### config.mk
export PLATFORM = sky130hd
export DESIGN_NAME = alu_sched
export DESIGN_NICKNAME = d
export VERILOG_FILES = /design/src/rtl/alu_pkg.sv /design/src/rtl/rr_arb2.sv /design/src/rtl/alu_sched.sv
export SDC_FILE = /design/constraint.sdc
export NUM_CORES = 1
export LEC_CHECK = 0
export BUFFER_PORTS_ARGS = -buffer_cell sky130_fd_sc_hd__buf_2
export CORE_MARGIN = 10
export CORE_UTILIZATION = 45
export CTS_CLUSTER_SIZE = 25
export DETAILED_ROUTE_END_ITERATION = 6
export PLACE_DENSITY = 0.7
export SLEW_MARGIN = 40
export SYNTH_ARGS = -nofsm -noshare
export SYNTH_HDL_FRONTEND = slang
export SYNTH_SLANG_ARGS = --single-unit
### constraint.sdc
create_clock -name clk -period 2.05 [get_ports clk]
set_input_delay 0.3075 -clock clk [delete_from_list [all_inputs] [get_ports clk]]
set_output_delay 0.3075 -clock clk [all_outputs]
set_load 0.01 [all_outputs]
### src/rtl/alu_pkg.sv
// Shared opcode, state and trap definitions for the ALU scheduler.
package alu_pkg;

  localparam logic [3:0] OP_ADD = 4'h0;
  localparam logic [3:0] OP_SUB = 4'h1;
  localparam logic [3:0] OP_MUL = 4'h2;
  localparam logic [3:0] OP_DIV = 4'h3;
  localparam logic [3:0] OP_AND = 4'h4;
  localparam logic [3:0] OP_OR  = 4'h5;
  localparam logic [3:0] OP_XOR = 4'h6;
  localparam logic [3:0] OP_NOT = 4'h7;
  localparam logic [3:0] OP_SHL = 4'h8;
  localparam logic [3:0] OP_SHR = 4'h9;
  localparam logic [3:0] OP_NOP = 4'hF;

  localparam logic [7:0] Y_DIV0 = 8'hFF;
  localparam logic [7:0] Y_ILL  = 8'h00;

  typedef enum logic {StIdle, StExec} state_e;

  typedef enum logic [1:0] {TrapNone, TrapDiv0, TrapIll} trap_e;

  // Number of EXEC cycles an untrapped opcode holds the ALU operands.
  function automatic logic [7:0] op_latency(input logic [3:0] op, input logic [7:0] mul_cycles,
                                            input logic [7:0] div_cycles);
    logic [7:0] lat;
    case (op)
      OP_MUL:  lat = mul_cycles;
      OP_DIV:  lat = div_cycles;
      default: lat = 8'd1;
    endcase
    return lat;
  endfunction

  // Classify ops that must not reach the ALU.
  function automatic trap_e op_trap(input logic [3:0] op, input logic [7:0] b);
    trap_e t;
    if (op >= 4'hA) begin
      t = TrapIll;
    end else if (op == OP_DIV && b == 8'h00) begin
      t = TrapDiv0;
    end else begin
      t = TrapNone;
    end
    return t;
  endfunction

endpackage

### src/rtl/rr_arb2.sv
// Two-way round-robin arbiter; the pointer advances only when en_i accepts a grant.
module rr_arb2 (
  input  logic       clk_i,
  input  logic       rst_ni,
  input  logic [1:0] req_i,
  input  logic       en_i,
  output logic [1:0] gnt_o
);

  // Index of the requester granted most recently; reset value lets requester 0 win the first tie.
  logic last_q;

  // Grant the lone requester, or on a tie the one not granted last.
  always_comb begin
    gnt_o = 2'b00;
    unique case (req_i)
      2'b01:   gnt_o = 2'b01;
      2'b10:   gnt_o = 2'b10;
      2'b11:   gnt_o = last_q ? 2'b01 : 2'b10;
      default: gnt_o = 2'b00;
    endcase
  end

  // Remember the winner of each accepted grant.
  always_ff @(posedge clk_i or negedge rst_ni) begin
    if (!rst_ni) begin
      last_q <= 1'b1;
    end else if (en_i && (gnt_o != 2'b00)) begin
      last_q <= gnt_o[1];
    end
  end

endmodule

### src/rtl/alu_sched.sv
// Shares one combinational ALU between two requesters with round-robin arbitration,
// opcode-dependent hold time and trapping of divide-by-zero / illegal opcodes.
module alu_sched
  import alu_pkg::*;
#(
  parameter int unsigned MUL_CYCLES = 2,
  parameter int unsigned DIV_CYCLES = 4
) (
  input  logic       clk,
  input  logic       rst_n,
  input  logic       req0_valid,
  output logic       req0_ready,
  input  logic [3:0] req0_opcode,
  input  logic [7:0] req0_a,
  input  logic [7:0] req0_b,
  output logic       rsp0_valid,
  output logic [7:0] rsp0_y,
  output logic       rsp0_zero,
  output logic       rsp0_ovf,
  output logic       rsp0_err,
  input  logic       req1_valid,
  output logic       req1_ready,
  input  logic [3:0] req1_opcode,
  input  logic [7:0] req1_a,
  input  logic [7:0] req1_b,
  output logic       rsp1_valid,
  output logic [7:0] rsp1_y,
  output logic       rsp1_zero,
  output logic       rsp1_ovf,
  output logic       rsp1_err,
  output logic [3:0] alu_opcode,
  output logic [7:0] alu_a,
  output logic [7:0] alu_b,
  input  logic [7:0] alu_y,
  input  logic       alu_zero,
  input  logic       alu_overflow
);

  state_e     state_q;
  logic [3:0] op_q;
  logic [7:0] a_q, b_q;
  logic       port_q;
  trap_e      trap_q;
  logic [7:0] cnt_q;

  logic [1:0] gnt;
  logic       idle, accept;
  logic [3:0] in_op;
  logic [7:0] in_a, in_b;
  trap_e      in_trap;
  logic [7:0] res_y;
  logic       res_zero, res_ovf, res_err;

  assign idle   = (state_q == StIdle);
  assign accept = idle && (gnt != 2'b00);

  rr_arb2 u_arb (
    .clk_i  (clk),
    .rst_ni (rst_n),
    .req_i  ({req1_valid, req0_valid}),
    .en_i   (idle),
    .gnt_o  (gnt)
  );

  assign req0_ready = idle & gnt[0];
  assign req1_ready = idle & gnt[1];

  assign in_op   = gnt[1] ? req1_opcode : req0_opcode;
  assign in_a    = gnt[1] ? req1_a : req0_a;
  assign in_b    = gnt[1] ? req1_b : req0_b;
  assign in_trap = op_trap(in_op, in_b);

  // ALU sees the held operands only while a non-trapped op is executing.
  always_comb begin
    alu_opcode = OP_NOP;
    alu_a      = 8'h00;
    alu_b      = 8'h00;
    if (state_q == StExec && trap_q == TrapNone) begin
      alu_opcode = op_q;
      alu_a      = a_q;
      alu_b      = b_q;
    end
  end

  // Select the response fields: ALU result or the fixed trap pattern.
  always_comb begin
    res_y    = alu_y;
    res_zero = alu_zero;
    res_ovf  = alu_overflow;
    res_err  = 1'b0;
    unique case (trap_q)
      TrapDiv0: begin
        res_y    = Y_DIV0;
        res_zero = 1'b0;
        res_ovf  = 1'b0;
        res_err  = 1'b1;
      end
      TrapIll: begin
        res_y    = Y_ILL;
        res_zero = 1'b1;
        res_ovf  = 1'b0;
        res_err  = 1'b1;
      end
      default: ;
    endcase
  end

  // Scheduler FSM: latch the granted op, count down its hold time, then respond.
  always_ff @(posedge clk or negedge rst_n) begin
    if (!rst_n) begin
      state_q    <= StIdle;
      op_q       <= OP_NOP;
      a_q        <= 8'h00;
      b_q        <= 8'h00;
      port_q     <= 1'b0;
      trap_q     <= TrapNone;
      cnt_q      <= 8'h00;
      rsp0_valid <= 1'b0;
      rsp0_y     <= 8'h00;
      rsp0_zero  <= 1'b0;
      rsp0_ovf   <= 1'b0;
      rsp0_err   <= 1'b0;
      rsp1_valid <= 1'b0;
      rsp1_y     <= 8'h00;
      rsp1_zero  <= 1'b0;
      rsp1_ovf   <= 1'b0;
      rsp1_err   <= 1'b0;
    end else begin
      rsp0_valid <= 1'b0;
      rsp1_valid <= 1'b0;
      unique case (state_q)
        StIdle: begin
          if (accept) begin
            op_q    <= in_op;
            a_q     <= in_a;
            b_q     <= in_b;
            port_q  <= gnt[1];
            trap_q  <= in_trap;
            // Trapped ops respond after a single cycle whatever the opcode.
            cnt_q   <= (in_trap != TrapNone) ? 8'h00
                     : op_latency(in_op, 8'(MUL_CYCLES), 8'(DIV_CYCLES)) - 8'd1;
            state_q <= StExec;
          end
        end
        StExec: begin
          if (cnt_q == 8'h00) begin
            if (port_q) begin
              rsp1_valid <= 1'b1;
              rsp1_y     <= res_y;
              rsp1_zero  <= res_zero;
              rsp1_ovf   <= res_ovf;
              rsp1_err   <= res_err;
            end else begin
              rsp0_valid <= 1'b1;
              rsp0_y     <= res_y;
              rsp0_zero  <= res_zero;
              rsp0_ovf   <= res_ovf;
              rsp0_err   <= res_err;
            end
            state_q <= StIdle;
          end else begin
            cnt_q <= cnt_q - 8'd1;
          end
        end
        default: state_q <= StIdle;
      endcase
    end
  end

endmodule

* Word level (Yosys, flattened, before mapping) *
Cells that the tools add are included.

word-level totals
  memories kept = 0
  memory bits (writable) = 0
  latch bits = 0
  logic and storage cells = 77
  register bits after elaboration = 57
  input port bits = 54
  bits in read-only memories = 0

cells by class
  $add $sub $neg = 2
  mux-type cells = 30
  $mul = 0
  reductions and logical operators = 13
  bitwise logic cells = 4
  $lt $le $gt $ge = 1
  shift-type cells = 0
  equality and inequality tests = 9
  divide/modulo/power cells = 0

operators with widths
  cell                                                                     count
  8-bit two-way mux                                                        9
  8-bit case mux with 2 select lines                                       2
  8-bit zero test                                                          2
  8-bit by 1-bit subtractor with 8-bit output, second input constant       2
  1-bit two-way mux                                                        11
  4-bit by 2-bit == test with 1-bit output, second input constant          2
  4-bit two-way mux                                                        2
  2-bit == test, second input constant                                     3
  2-bit case mux with 3 select lines                                       1
  3-bit case mux with 2 select lines                                       1
  3-bit AND reduction                                                      2
  2-bit by 1-bit == test with 1-bit output, second input constant          2
  4-bit greater-or-equal comparator, second input constant                 1
  2-bit two-way mux                                                        2
  1-bit case mux with 2 select lines                                       2
  2-bit AND reduction                                                      2
  2-bit nonzero test                                                       2
  1-bit logical AND                                                        3
  1-bit AND                                                                2
  2-bit zero test                                                          1
  2-bit by 1-bit inequality test with 1-bit output, second input constant  1
  2-bit inequality test, second input constant                             1
  1-bit NOT                                                                2
  2-bit OR reduction                                                       1

* Logic depth before layout (Yosys ltp) *
Gate-level depths: netlist (run 1).

  depth in word-level cells = 11
  gate-level depth with buffers = 7
  depth with buffers taken out = 7

* By module *
Synthesis (run 1) repeated with hierarchy kept, for this count alone.

unflattened totals
  cells, all modules = 275
  area, all modules = 2,884.0 sq um

by module, submodules not included
  module     cells each  times used  area an instance (sq um)  sequential area each (sq um)
  alu_sched  269         1           2,827.7                   1,406.3
  rr_arb2    6           1           56.3                      26.3

* Worst setup path after synthesis (run 1) *
OpenSTA, ideal clock, no wires.

  path kind = register to register
  start = register cnt_q[0]
  end = register rsp0_y[0]
  arrival = 1.630 ns
  cell stages (with the launch flop) = 8
  setup time = 0.125 ns
  setup slack = 0.295 ns
  period minus slack after synthesis = 1.755 ns
  required time = 1.925 ns
  path through = dfrtp_1 inv_1 ha_1 nor4b_4 and2_2 nand3b_2 buf_6 mux2_4

on the way
  cells in the longest elaborated chain, start to end = 2

RTL lines
  item                                  RTL line          source
  from (decl)                           alu_sched.sv:44   logic [7:0] cnt_q;
  from (signal assigned)                alu_sched.sv:140  cnt_q <= (in_trap != TrapNone) ? 8'h00
  from (signal assigned)                alu_sched.sv:162  cnt_q <= cnt_q - 8'd1;
  8-bit zero test                       alu_sched.sv:146  if (cnt_q == 8'h00) begin
  3-bit AND reduction (no source line)  -
  to (signal assigned)                  alu_sched.sv:155  rsp0_y <= res_y;
  to (decl)                             alu_sched.sv:17   output logic [7:0] rsp0_y,

Every way passes these cells.
A chain may end at the register's enable or synchronous reset.

* Final worst setup path (run 1) *
  start = register cnt_q[0]
  end = register rsp0_ovf

on the way
  cells in the longest elaborated chain, start to end = 2

RTL lines
  item                                  RTL line          source
  8-bit zero test                       alu_sched.sv:146
  3-bit AND reduction (no source line)  -
  to (signal assigned)                  alu_sched.sv:157  rsp0_ovf <= res_ovf;
  to (decl)                             alu_sched.sv:19   output logic rsp0_ovf,

Every way passes these cells.

==> results.json, run 1 <==
{
  "status": "complete, no violations",
  "routabilityCongestion": 0.811,
  "routed_wl_um": 7990,
  "relSlewSlack": 0.652,
  "port_buffers": 99,
  "cts.clk_slew.worst_paths_ns": 0.06,
  "crit_fanout": 12,
  "overflow": 0,
  "p_per_area_mw_per_mm2": 1250,
  "drt_iter0_markers": 140,
  "start_util": 0.466,
  "clockBufferDepth": 2,
  "clock.fmax_mhz": 513,
  "synth-seq-cells": 57,
  "pin_count": 100,
  "required_ns": 2.25,
  "drc_errors": 0,
  "fp.dieW_um": 101,
  "cts_max_level": 3,
  "rows": 29,
  "crit_arrival_ns": 2.15,
  "synth_area_per_cell_um2": 9.92,
  "firstDrtPassIters": 4,
  "areaGrowthSynthToFinish_pct": 26.4,
  "ys_seq_area_frac": 0.481,
  "max_cap_viol_count": 0,
  "setup-violations-final": 0,
  "dieArea_mm2": 0.0103,
  "fin_util": 0.589,
  "vias_per_cell": 5.20,
  "slew_viol_final": 0,
  "postSynthCellCount": 300,
  "final_common_cell": "buf_2",
  "numCtsBuffers": 9,
  "diodes": 0,
  "ir_drop_uv": 646,
  "rsz0062_at_grt": "no",
  "synth_edf_count": 0,
  "cp_top_family": "simple AND/OR/NAND/NOR gates",
  "cts_setup_buffers": 0,
  "cts_root_buf": "clkbuf_8",
  "nets": 463,
  "fin_cells": 487,
  "placedCellCount": 470,
  "p_leak_nw": 1.89,
  "holdWs_ns": 0.223,
  "cts.repair.resized": 0,
  "grtUsageTotal": 0.155,
  "tightest_slew_ns": 0.520,
  "hp-class": "primary input to register",
  "cp.buffers_inverters": 2,
  "synth_nets": 358,
  "netlist_area_mm2": 0.00298,
  "ys_warn_count": 0,
  "grt_pass1_vias": 2644,
  "ys_async_sr_fraction": 1.00,
  "ant_nets": 0,
  "vias": 2533,
  "antenna_found_initial": 1,
  "grt_pass1_wl_um": 12900,
  "dpl.hpwl_um": 6060,
  "start_kind": "register",
  "fp.dieH_um": 101,
  "routedWlPerCell_um": 16.4,
  "grt_max_degree": 58,
  "clock_latency_ns": 0.32,
  "cts_tree": "done",
  "cp_cell_sequence": "inv_1, ha_1, nor4b_4, and2_2, nand3b_2, buf_4, mux2_1",
  "tns_ns": 0,
  "synth-main-ff-cell": "dfrtp_1",
  "period_needed_ns": 1.95,
  "endpoint_kind": "register",
  "synth_cell_type_count": 51,
  "clock_sinks": 57,
  "crit_type": "register to register",
  "skew_ns": 0.00510,
  "slowest_stage": "dfrtp_1",
  "slowest_delay_ns": 0.42,
  "core_mm2": 0.00639,
  "final_hold_viol_count": 0,
  "final.period_utilization": 0.951,
  "drive_above_1_share": 0.398,
  "final_cell_mix": "99 x buf_2, 52 x dfrtp_1, 46 x nand2_1"
}
area by class of cell:
cell class / count / area (um2)
Fill cell: 569 / 2620
Sequential cell: 57 / 1430
Multi-Input combinational cell: 210 / 1400
Timing Repair Buffer: 111 / 601
Clock buffer: 13 / 159
Tap cell: 77 / 96.3
Inverter: 16 / 60.1
Clock inverter: 3 / 15.0
per-layer routing:
metal	share of wire	up-vias	GRT usage
met5	0	-	0
met4	0.0071	0	0.0354
met3	0.099	5	0.0654
met2	0.45	95	0.239
met1	0.45	1182	0.197
li1	-	1251	-
cell usage after synthesis (2+ instances only):
library cell,count,share of area
or4_1,2,0.0050
mux2i_1,3,0.010
a21oi_1,3,0.0050
mux2_4,18,0.091
dfstp_2,5,0.044
nor3_1,4,0.0067
o21ai_0,12,0.020
ha_1,4,0.017
a31oi_1,20,0.042
and3_1,16,0.034
nor4_1,4,0.0084
dfrtp_1,52,0.44
a21o_1,3,0.0076
nand2b_1,2,0.0042
nand2_1,46,0.058
or2_2,4,0.0084
inv_1,13,0.016
nor2_1,27,0.034
o21ai_1,7,0.012
clkbuf_1,14,0.018
buf_6,3,0.011
mux2_1,4,0.015
nor2b_1,3,0.0063
xnor2_1,2,0.0059
inv_2,3,0.0038
worst paths after layout:
path / start / to / slack, ns / depth (start not counted)
setup reg to reg: cnt_q[0] / rsp0_ovf / 0.10 / 7
min in group asynchronous: rst_n / rsp0_y[0] / 0.51 / 3
hold / removal: req0_a[7] / a_q[7] / 0.22 / 2
max in group asynchronous: rst_n / op_q[1] / 1.24 / 3
hold reg to reg: rsp0_err / rsp0_err / 0.49 / 1
setup / recovery: cnt_q[0] / rsp0_ovf / 0.10 / 7
power by group:
part	total [W]	leakage (nW)	internal [W]	switching, W
Combinational	0.00186	1.17	0.000928	0.000928
Clock	0.000916	0.0932	0.000499	0.000417
Sequential	0.00193	0.623	0.00160	0.000330
Total	0.00470	1.89	0.00303	0.00167
registers in the layout (all words and copies together), names as in the netlist, 2 cells and up:
signal / flops
op_q: 4
rsp1_y: 8
cnt_q: 8
a_q: 8
trap_q: 2
b_q: 8
rsp0_y: 8
repair_timing:
action,CTS,global route
setup endpoints to repair,0,0
hold endpoints to repair,52,0
hold buffers,1,0
through the flow:
stage | instance area, um2 | total power [W] | setup slack [ns]
floorplan | 2980 | 0.00307 | 0.295
global placement | 3580 | 0.00375 | 0.215
detailed placement | 3580 | 0.00382 | 0.123
CTS | 3760 | 0.00476 | 0.118
global route | 3760 | 0.00508 | 0.0257
finish | 3760 | 0.00470 | 0.101
kinds of logic (layout without fill, tap and decap cells):
logic type	Yosys count	after routing	synth area share
fa+ha+maj	4	4	0.0168
mux	26	26	0.120
buf+inv	33	143	0.0492
simple gates	122	122	0.209
flops	57	57	0.481
xor+xnor	2	2	0.00589
compound gates	56	56	0.118
No activity file was read; power rests on OpenSTA's default activity.
==> run 2: changes to the inputs <==
--- a/config.mk
+++ b/config.mk
@@ -5,12 +5,12 @@
 export SDC_FILE = /design/constraint.sdc
 export NUM_CORES = 1
 export LEC_CHECK = 0
-export BUFFER_PORTS_ARGS = -buffer_cell sky130_fd_sc_hd__buf_2
 export CORE_MARGIN = 10
 export CORE_UTILIZATION = 45
 export CTS_CLUSTER_SIZE = 25
 export DETAILED_ROUTE_END_ITERATION = 6
-export PLACE_DENSITY = 0.7
+export DONT_BUFFER_PORTS = 1
+export PLACE_DENSITY = 0.57
 export SLEW_MARGIN = 40
 export SYNTH_ARGS = -nofsm -noshare
 export SYNTH_HDL_FRONTEND = slang
==> results.json, run 2 (synthesized netlist as in run 1, its figures left out) <==
{
  "cts_max_level": 3,
  "cts_setup_buffers": 0,
  "final.period_utilization": 0.941,
  "cts_root_buf": "clkbuf_8",
  "diodes": 0,
  "slew_viol_final": 0,
  "clock.fmax_mhz": 518,
  "worstHoldPathCells": 2,
  "drive_above_1_share": 0.223,
  "relSlewSlack": 0.658,
  "routedWlPerCell_um": 19.3,
  "endpoint_kind": "register",
  "firstDrtPassIters": 4,
  "hp-class": "primary input to register",
  "crit_type": "register to register",
  "nets": 367,
  "core_mm2": 0.00639,
  "max_cap_viol_count": 0,
  "final_hold_viol_count": 0,
  "grtUsageTotal": 0.148,
  "swShare": 0.357,
  "routabilityCongestion": 0.860,
  "crit_fanout": 12,
  "rsz0062_at_grt": "no",
  "power_frac_clock": 0.261,
  "combPwrFrac": 0.302,
  "tightest_slew_ns": 0.512,
  "status": "complete, no violations",
  "areaGrowthSynthToFinish_pct": 12.7,
  "fp.dieH_um": 101,
  "reg2reg_depth": 7,
  "dpl.hpwl_um": 5610,
  "vias": 2192,
  "cts.clk_slew.worst_paths_ns": 0.07,
  "fin_util": 0.525,
  "clock_sinks": 57,
  "ir_drop_uv": 738,
  "final_common_cell": "dfrtp_1",
  "start_util": 0.466,
  "vias_per_cell": 5.61,
  "required_ns": 2.26,
  "dieArea_mm2": 0.0103,
  "skew_ns": 0.00989,
  "p_int_w": 0.00297,
  "fp.dieW_um": 101,
  "period_needed_ns": 1.93,
  "grt_pass1_vias": 2226,
  "cts_tree": "done",
  "numCtsBuffers": 9,
  "setup-violations-final": 0,
  "crit_arrival_ns": 2.14,
  "ant_nets": 0,
  "clock_latency_ns": 0.34,
  "p_per_area_mw_per_mm2": 1380,
  "clockBufferDepth": 2,
  "drc_errors": 0,
  "antenna_found_initial": 0,
  "rows": 29,
  "seq_power_share": 0.437,
  "tns_ns": 0,
  "final_cell_mix": "52 x dfrtp_1, 46 x nand2_1, 25 x nor2_1",
  "pin_count": 100,
  "grt_pass1_wl_um": 12000,
  "p_leak_nw": 1.54,
  "routed_wl_um": 7560,
  "grt_max_degree": 58,
  "switchingPower_w": 0.00165,
  "port_buffers": 0,
  "overflow": 0,
  "holdWs_ns": 0.0821,
  "drt_iter0_markers": 82,
  "start_kind": "register"
}
run 2: metrics by stage:
stage	cell area, um2	instances	total power [W]	worst slack, ns
floorplan	2980	300	0.00307	0.295
CTS	3350	391	0.00468	0.0558
global placement	3090	373	0.00341	0.191
global route	3350	391	0.00495	0.0147
detailed placement	3090	373	0.00343	0.137
finish	3350	391	0.00462	0.120
run 2: power groups by stage:
stage          Sequential [W]  Clock, W  Combinational [W]
2_1_floorplan         0.00193         0            0.00114
3_3_place_gp          0.00203         0            0.00138
3_5_place_dp          0.00204         0            0.00139
4_1_cts               0.00203   0.00123            0.00143
5_1_grt               0.00209   0.00129            0.00157
6_report              0.00202   0.00121            0.00139
run 2: final cells by class:
cell class	instances	area [um2]
repair buffers	15	135
well taps	77	96.3
flip-flops and latches	57	1430
fillers	592	3030
multi-input cells	210	1400
clock buffers	9	124
clock inverters	7	104
inverters	16	60.1
run 2: worst paths after layout:
path | start | end | slack, ns
setup / recovery | cnt_q[0] | rsp1_y[7] | 0.12
hold / removal | req1_opcode[3] | op_q[3] | 0.08
setup reg to reg | cnt_q[0] | rsp1_y[7] | 0.12
hold reg to reg | op_q[3] | op_q[3] | 0.50
max in group asynchronous | rst_n | op_q[2] | 1.25
min in group asynchronous | rst_n | rsp0_y[1] | 0.50
run 2: what timing repair did:
item | in CTS | in global routing
endpoints found under the setup margin | 0 | 1
endpoints found under the hold margin | 57 | 0
resized for setup | 0 | 1
hold buffers | 2 | 0
run 2: worst max-delay path: stages (launching register included):
cell,delay (ns)
dfrtp_1,0.42
inv_1,0.07
ha_1,0.21
nor4b_4,0.25
and2_2,0.23
nand3_2,0.07
buf_4,0.23
mux2_1,0.33
run 2: layer usage:
layer | track usage | up-vias | part of all wire
met3 | 0.0824 | 8 | 0.11
met5 | 0 | - | 0
met1 | 0.186 | 1040 | 0.43
met4 | 0.0450 | 0 | 0.011
met2 | 0.212 | 81 | 0.45
li1 | - | 1063 | -
